<file path="config.mk">
export PLATFORM = sky130hd
export DESIGN_NAME = regfile_wb_flat
export DESIGN_NICKNAME = d
export VERILOG_FILES = /design/src/rtl/regfile_wb_if.sv /design/src/rtl/regfile_wb.sv /design/src/flat_wrapper.sv
export SDC_FILE = /design/constraint.sdc
export NUM_CORES = 2
export LEC_CHECK = 0
export CAP_MARGIN = 10
export CELL_PAD_IN_SITES_DETAIL_PLACEMENT = 1
export CELL_PAD_IN_SITES_GLOBAL_PLACEMENT = 1
export CORE_MARGIN = 10
export CORE_UTILIZATION = 40
export DETAILED_ROUTE_END_ITERATION = 12
export GPL_ROUTABILITY_DRIVEN = 1
export GPL_TIMING_DRIVEN = 1
export HOLD_SLACK_MARGIN = 0.05
export PLACE_DENSITY_LB_ADDON = 0.1
export SYNTH_ARGS = -nofsm -noshare
export SYNTH_HDL_FRONTEND = slang
export SYNTH_SLANG_ARGS = --single-unit
</file>
<file path="constraint.sdc">
create_clock -name clk -period 7.2 [get_ports clk]
set_input_delay 1.08 -clock clk [delete_from_list [all_inputs] [get_ports clk]]
set_output_delay 1.08 -clock clk [all_outputs]
set_load 0.005 [all_outputs]
</file>
<file path="src/rtl/regfile_wb_if.sv">
// regfile_wb_if -- W-stage commit bus and decode read ports of the Y86-64
// register file.
//
// Signals:
//   W_stat, W_icode        status / icode of the entry in the W stage
//   W_valE, W_valM         ALU result and memory read result
//   W_dstE, W_dstM         destination registers (4'hF = none)
//   d_srcA, d_srcB         decode read addresses (4'hF = none)
//   d_rvalA, d_rvalB       combinational read data
//
// Modports:
//   master -- the pipeline: drives the W entry and the read addresses
//   slave  -- the register file: consumes them and returns the read data
//
// There is no valid/ready handshake on this bus: the W entry is consumed
// unconditionally on every rising clock edge, and a bubble is signalled by
// W_icode = 1 with both destinations set to 4'hF.
interface regfile_wb_if;
  logic [3:0]  W_stat;
  logic [3:0]  W_icode;
  logic [63:0] W_valE;
  logic [63:0] W_valM;
  logic [3:0]  W_dstE;
  logic [3:0]  W_dstM;
  logic [3:0]  d_srcA;
  logic [3:0]  d_srcB;
  logic [63:0] d_rvalA;
  logic [63:0] d_rvalB;

  modport master (
    output W_stat, W_icode, W_valE, W_valM, W_dstE, W_dstM, d_srcA, d_srcB,
    input  d_rvalA, d_rvalB
  );

  modport slave (
    input  W_stat, W_icode, W_valE, W_valM, W_dstE, W_dstM, d_srcA, d_srcB,
    output d_rvalA, d_rvalB
  );
endinterface

</file>
<file path="src/rtl/regfile_wb.sv">
// regfile_wb -- Y86-64 register file and retirement unit.
//
// Commits the W-stage results into the 15 architectural registers, serves
// two combinational decode read ports, latches the processor status and
// counts retired instructions. A retired HLT/ADR/INS entry freezes all
// architectural state until reset.
//
// Ports:
//   clk          pipeline clock, all state updates on the rising edge
//   rst_n        synchronous active-low reset
//   wb           regfile_wb_if.slave: W entry in, read addresses in, read data out
//   cpu_stat     architectural status (1 AOK, 2 HLT, 3 ADR, 4 INS)
//   halted       high whenever the block is not in RUN
//   retired_cnt  count of retired non-NOP instructions (wraps)
//   state_dbg    current FSM state (0 RUN, 1 HALTED, 2 FAULT)
//
// Parameters:
//   CNT_W        width of retired_cnt
//
// Build option:
//   REGFILE_WB_BYPASS_EN  when defined, a register being written by an AOK
//                         entry in RUN is forwarded to the read ports in the
//                         same cycle (valM has priority over valE).
module regfile_wb #(
  parameter int CNT_W = 32
) (
  input  logic             clk,
  input  logic             rst_n,
  regfile_wb_if.slave      wb,
  output logic [3:0]       cpu_stat,
  output logic             halted,
  output logic [CNT_W-1:0] retired_cnt,
  output logic [1:0]       state_dbg
);

  localparam logic [3:0] REG_NONE = 4'hF;
  localparam logic [3:0] STAT_AOK = 4'd1;
  localparam logic [3:0] STAT_HLT = 4'd2;
  localparam logic [3:0] STAT_ADR = 4'd3;
  localparam logic [3:0] STAT_INS = 4'd4;
  localparam logic [3:0] ICODE_NOP = 4'd1;

  typedef enum logic [1:0] {
    ST_RUN    = 2'd0,
    ST_HALTED = 2'd1,
    ST_FAULT  = 2'd2
  } state_t;

  state_t      state, state_nxt;
  logic [3:0]  stat_nxt;
  logic        cnt_inc;
  logic        we_e, we_m;
  logic [63:0] regs [0:14];

  // Next-state, status, write enables and counter increment.
  always_comb begin
    state_nxt = state;
    stat_nxt  = cpu_stat;
    cnt_inc   = 1'b0;
    we_e      = 1'b0;
    we_m      = 1'b0;
    if (state == ST_RUN) begin
      case (wb.W_stat)
        STAT_AOK: begin
          we_e    = (wb.W_dstE != REG_NONE);
          we_m    = (wb.W_dstM != REG_NONE);
          cnt_inc = (wb.W_icode != ICODE_NOP);
        end
        STAT_HLT: begin
          state_nxt = ST_HALTED;
          stat_nxt  = STAT_HLT;
          cnt_inc   = (wb.W_icode != ICODE_NOP);
        end
        STAT_ADR, STAT_INS: begin
          state_nxt = ST_FAULT;
          stat_nxt  = wb.W_stat;
        end
        // Undefined status codes are treated as an invalid instruction.
        default: begin
          state_nxt = ST_FAULT;
          stat_nxt  = STAT_INS;
        end
      endcase
    end
  end

  always_ff @(posedge clk) begin
    if (!rst_n) begin
      state       <= ST_RUN;
      cpu_stat    <= STAT_AOK;
      retired_cnt <= '0;
      for (int i = 0; i < 15; i++) regs[i] <= '0;
    end else begin
      state    <= state_nxt;
      cpu_stat <= stat_nxt;
      if (cnt_inc) retired_cnt <= retired_cnt + 1'b1;
      if (we_e) regs[wb.W_dstE] <= wb.W_valE;
      // Issued after the valE write so valM wins when both target the same
      // register (popq %rsp).
      if (we_m) regs[wb.W_dstM] <= wb.W_valM;
    end
  end

  assign halted    = (state != ST_RUN);
  assign state_dbg = state;

  // Read ports.
  always_comb begin
    wb.d_rvalA = '0;
    wb.d_rvalB = '0;
    if (wb.d_srcA != REG_NONE) wb.d_rvalA = regs[wb.d_srcA];
    if (wb.d_srcB != REG_NONE) wb.d_rvalB = regs[wb.d_srcB];
`ifdef REGFILE_WB_BYPASS_EN
    if (state == ST_RUN && wb.W_stat == STAT_AOK) begin
      if (wb.d_srcA != REG_NONE && wb.d_srcA == wb.W_dstM)      wb.d_rvalA = wb.W_valM;
      else if (wb.d_srcA != REG_NONE && wb.d_srcA == wb.W_dstE) wb.d_rvalA = wb.W_valE;
      if (wb.d_srcB != REG_NONE && wb.d_srcB == wb.W_dstM)      wb.d_rvalB = wb.W_valM;
      else if (wb.d_srcB != REG_NONE && wb.d_srcB == wb.W_dstE) wb.d_rvalB = wb.W_valE;
    end
`endif
  end

endmodule

</file>
<file path="src/flat_wrapper.sv">
// flat-port wrapper written by rule: the top's interface ports become plain ports
module regfile_wb_flat 
#(
  parameter int CNT_W = 32
)
  (clk, rst_n, cpu_stat, halted, retired_cnt, state_dbg, wb_W_stat, wb_W_icode, wb_W_valE, wb_W_valM, wb_W_dstE, wb_W_dstM, wb_d_srcA, wb_d_srcB, wb_d_rvalA, wb_d_rvalB);
  regfile_wb_if wb_i ();
  input  logic clk;
  input  logic rst_n;
  output logic [3:0] cpu_stat;
  output logic halted;
  output logic [CNT_W-1:0] retired_cnt;
  output logic [1:0] state_dbg;
  input wire logic [$bits(wb_i.W_stat)-1:0] wb_W_stat;
  input wire logic [$bits(wb_i.W_icode)-1:0] wb_W_icode;
  input wire logic [$bits(wb_i.W_valE)-1:0] wb_W_valE;
  input wire logic [$bits(wb_i.W_valM)-1:0] wb_W_valM;
  input wire logic [$bits(wb_i.W_dstE)-1:0] wb_W_dstE;
  input wire logic [$bits(wb_i.W_dstM)-1:0] wb_W_dstM;
  input wire logic [$bits(wb_i.d_srcA)-1:0] wb_d_srcA;
  input wire logic [$bits(wb_i.d_srcB)-1:0] wb_d_srcB;
  output wire logic [$bits(wb_i.d_rvalA)-1:0] wb_d_rvalA;
  output wire logic [$bits(wb_i.d_rvalB)-1:0] wb_d_rvalB;
  assign wb_i.W_stat = wb_W_stat;
  assign wb_i.W_icode = wb_W_icode;
  assign wb_i.W_valE = wb_W_valE;
  assign wb_i.W_valM = wb_W_valM;
  assign wb_i.W_dstE = wb_W_dstE;
  assign wb_i.W_dstM = wb_W_dstM;
  assign wb_i.d_srcA = wb_d_srcA;
  assign wb_i.d_srcB = wb_d_srcB;
  assign wb_d_rvalA = wb_i.d_rvalA;
  assign wb_d_rvalB = wb_i.d_rvalB;
  regfile_wb #(.CNT_W(CNT_W)) u_core (.clk(clk), .rst_n(rst_n), .wb(wb_i), .cpu_stat(cpu_stat), .halted(halted), .retired_cnt(retired_cnt), .state_dbg(state_dbg));
endmodule
</file>
==> flow_results.xml <==
<?xml version="1.0" encoding="UTF-8"?>
<metrics>
  <group name="run_status">
    <metric name="run_status" unit="">complete, no violations</metric>
  </group>
  <group name="clock_tree">
    <metric name="resized_after_cts" unit="">0</metric>
    <metric name="ctsLongestPathBuffers" unit="">3</metric>
    <metric name="tritoncts" unit="">built</metric>
    <metric name="post_cts_buffers" unit="">0</metric>
    <metric name="insertion_delay" unit="ns">0.80</metric>
    <metric name="number_of_buffers_inserted_by_hold_repair_at_cts" unit="">0</metric>
    <metric name="cts_htree_levels" unit="">4</metric>
    <metric name="clock_sinks" unit="">1062</metric>
    <metric name="number_of_buffers_added_by_the_clock_tree_synthesis_step" unit="">130</metric>
    <metric name="clk_pin_slew_worst_setup_hold_paths" unit="ns">0.05</metric>
    <metric name="clockRootBuffer" unit="">clkbuf_16</metric>
  </group>
  <group name="placed_design">
    <metric name="dp_cells" unit="">5585</metric>
    <metric name="hpwl_detailed" unit="mm">130.8</metric>
    <metric name="placed_area" unit="µm²">63900</metric>
    <metric name="gp_weighted_congestion" unit="">0.8101</metric>
    <metric name="io_buffer_count" unit="">320</metric>
    <metric name="dp_slack" unit="ns">1.817</metric>
  </group>
  <group name="timing">
    <metric name="fin_hold_ws" unit="ns">0.4631</metric>
    <metric name="worst_slew_pin_slew" unit="ns">1.198</metric>
    <metric name="finalSetupViolCount" unit="">0</metric>
    <metric name="slew_headroom" unit="%">20.14</metric>
    <metric name="timing.fmax" unit="MHz">182.4</metric>
    <metric name="post-route-worst-setup-slack" unit="ns">1.719</metric>
    <metric name="grt_setup_unrepaired" unit="">no</metric>
    <metric name="finClkSkew" unit="ns">0.02505</metric>
    <metric name="count_of_final_max_slew_check_failures" unit="">0</metric>
    <metric name="totalNegativeSetupSlack" unit="ns">0</metric>
    <metric name="finalWorstPathRequiredPeriod" unit="ns">5.481</metric>
    <metric name="timing.final.hold_violations" unit="">0</metric>
    <metric name="timing.final.crit_share" unit="%">76.13</metric>
  </group>
  <group name="power_and_ir_drop">
    <metric name="p_per_cell_area" unit="nW/µm²">225.7</metric>
    <metric name="worst_vdd_rail_ir_drop" unit="mV">0.1836</metric>
    <metric name="total_leakage_power" unit="nW">23.24</metric>
    <metric name="post-layout-total-power" unit="mW">15.31</metric>
  </group>
  <group name="global_route">
    <metric name="initial_antenna_violation_count" unit="">29</metric>
    <metric name="grt_start_max_net_pins" unit="">93</metric>
    <metric name="vias_in_the_first_global_route" unit="">44900</metric>
    <metric name="gr-usage-all-layers" unit="%">29.36</metric>
    <metric name="grt_pass1_wl" unit="mm">344.3</metric>
    <metric name="overflow" unit="">0</metric>
  </group>
  <group name="routing">
    <metric name="postRouteWirelength" unit="mm">244.4</metric>
    <metric name="route.detailed.drc" unit="">0</metric>
    <metric name="route.detailed.vias_per_inst" unit="">7.238</metric>
    <metric name="drt_first_iter_violations" unit="">5132</metric>
    <metric name="antenna_violating_nets_post_route" unit="">0</metric>
    <metric name="first_pass_detailed_route_iteration_total" unit="">5</metric>
    <metric name="detail_route.wl_per_cell" unit="µm">41.96</metric>
    <metric name="routed-via-count" unit="">42160</metric>
  </group>
  <group name="worst_setup_path">
    <metric name="crit_arrival" unit="ns">4.40</metric>
    <metric name="timing.critical_path.to_type" unit="">output port</metric>
    <metric name="crit_fanout" unit="">72</metric>
    <metric name="required" unit="ns">6.12</metric>
    <metric name="setup.worst_path.start_class" unit="">input port</metric>
    <metric name="slack_of_the_worst_reg_to_reg_path" unit="ns">3.40</metric>
    <metric name="critical_path_class" unit="">input port to output port</metric>
  </group>
  <group name="cells_and_area">
    <metric name="post_layout_nonfiller_instances" unit="">5825</metric>
    <metric name="ff_latch_area" unit="µm²">31510</metric>
    <metric name="drive_above_1_share" unit="%">21.71</metric>
    <metric name="layout.cells.most_common" unit="">edfxtp_1</metric>
    <metric name="most-common-layout-cells" unit="">edfxtp_1, a22o_1, mux4_2</metric>
    <metric name="final_util" unit="%">46.55</metric>
    <metric name="areaGrowthSynthToFinish" unit="%">15.55</metric>
    <metric name="stdcell_area" unit="µm²">67850</metric>
    <metric name="final.fill_count" unit="">13830</metric>
    <metric name="finalNetCount" unit="">3956</metric>
    <metric name="multi_input_logic_area" unit="µm²">25510</metric>
  </group>
  <group name="logic_synthesis">
    <metric name="synth.yosys.seq_area_share" unit="%">53.66</metric>
    <metric name="yosysUniqueCellTypes" unit="">47</metric>
    <metric name="synth-warning-count" unit="">0</metric>
    <metric name="synthesis.area_per_instance" unit="µm²">15.65</metric>
    <metric name="postSynthRegisterBits" unit="">1062</metric>
    <metric name="post_synth_inst_count" unit="">3753</metric>
    <metric name="synth_area" unit="µm²">58720</metric>
  </group>
  <group name="floorplanning">
    <metric name="effective_utilization_at_floorplan" unit="%">40.29</metric>
    <metric name="boundaryPins" unit="">321</metric>
    <metric name="die-width" unit="µm">403.1</metric>
    <metric name="die_y" unit="µm">403.1</metric>
    <metric name="die_area" unit="µm²">162500</metric>
    <metric name="core" unit="µm²">145700</metric>
    <metric name="num_rows" unit="">140</metric>
  </group>
  <group name="job">
    <metric name="max_cap_violations" unit="">0</metric>
  </group>
  <group name="hold_path">
    <metric name="hold_path.class" unit="">register to register</metric>
  </group>
</metrics>
-- worst paths after layout --
check,start,to,depth (start not counted)
min,u_core.cpu_stat[2],u_core.cpu_stat[2],2
max,wb_d_srcB[1],wb_d_rvalB[1],6
max reg2reg,u_core.state_dbg[1],u_core.regs[6][21],5
min reg2reg,u_core.cpu_stat[2],u_core.cpu_stat[2],2
-- area by class of cell --
| type | count | share of cell area [%] |
|---|---|---|
| clock buffers | 173 | 5.221 |
| well taps | 1917 | 3.535 |
| repair buffers | 432 | 6.558 |
| inverters | 13 | 0.07192 |
| multi-input cells | 2162 | 37.59 |
| diodes | 12 | 0.04426 |
| flip-flops and latches | 1062 | 46.44 |
| clock inverters | 54 | 0.5366 |
-- state kept, by name (all words and copies together) (netlist names) --
name and flops:
u_core.retired_cnt 32, u_core.state_dbg 2, u_core.cpu_stat 4, u_core.regs 1024
-- routing by layer --
layer	global-route usage, %	vias to the layer above	wire length, µm
met3	6.063	643	22000
met2	49.28	2666	120000
met4	12.22	20	10260
met1	36.90	22680	92000
li1	-	16150	-
met5	0	-	119
-- power by group --
group | switching [mW] | internal [mW]
registers | 0.136 | 7.02
logic | 1.08 | 0.812
clock network | 2.69 | 3.58
-- worst max-delay path, stage by stage --
cell	delay, ns
buf_8	0.47
nand3_1	0.27
nand2_4	0.89
buf_4	0.55
o22ai_1	0.32
clkdlybuf4s50_1	0.59
-- Yosys cell counts (all sizes together) --
library cell  instances  area (µm²)
edfxtp             1024       30750
a22o                960        8408
mux4                512       11530
clkbuf              444        1667
mux2i               265        2653
buf                 135       590.6
o22ai               128       800.8
dfxtp                38       760.7
nand2                27       101.4
nor2                 21       78.83
nand2b               18       112.6
a21oi                17       85.08
a211oi               15       187.7
inv                  13       48.80
nand3                13       65.06
nand4                12       75.07
nor3                 12       60.06
or3                  12       75.07
nor4                  9       56.30
o21ai                 9       45.04
a211o                 8       70.07
and3                  6       37.54
o311ai                6       52.55
o41ai                 6       52.55
o31ai                 5       37.54
or4                   5       37.54
nor2b                 4       25.02
o221ai                4       35.03
and2                  3       18.77
and4                  3       26.28
or2                   3       18.77
nand4b                2       17.52
nor3b                 2       20.02
nor4b                 2       32.53
xor2                  2       17.52
a31oi                 1       6.260
conb                  1       3.750
ha                    1       12.51
nor4bb                1       10.01
o21a                  1       7.510
o31a                  1       8.760
or4b                  1       10.01
xnor2                 1       8.760
-- logic make-up after synthesis --
logic type,count (synthesis),share of synthesized area (%)
compound gates,1161,16.68
flops,1062,53.66
mux,777,24.16
buf+inv,592,3.927
simple gates,156,1.496
xor+xnor,3,0.04476
fa+ha+maj,1,0.02131
other cells,1,0.006387
No activity file was read; power rests on OpenSTA's default activity.
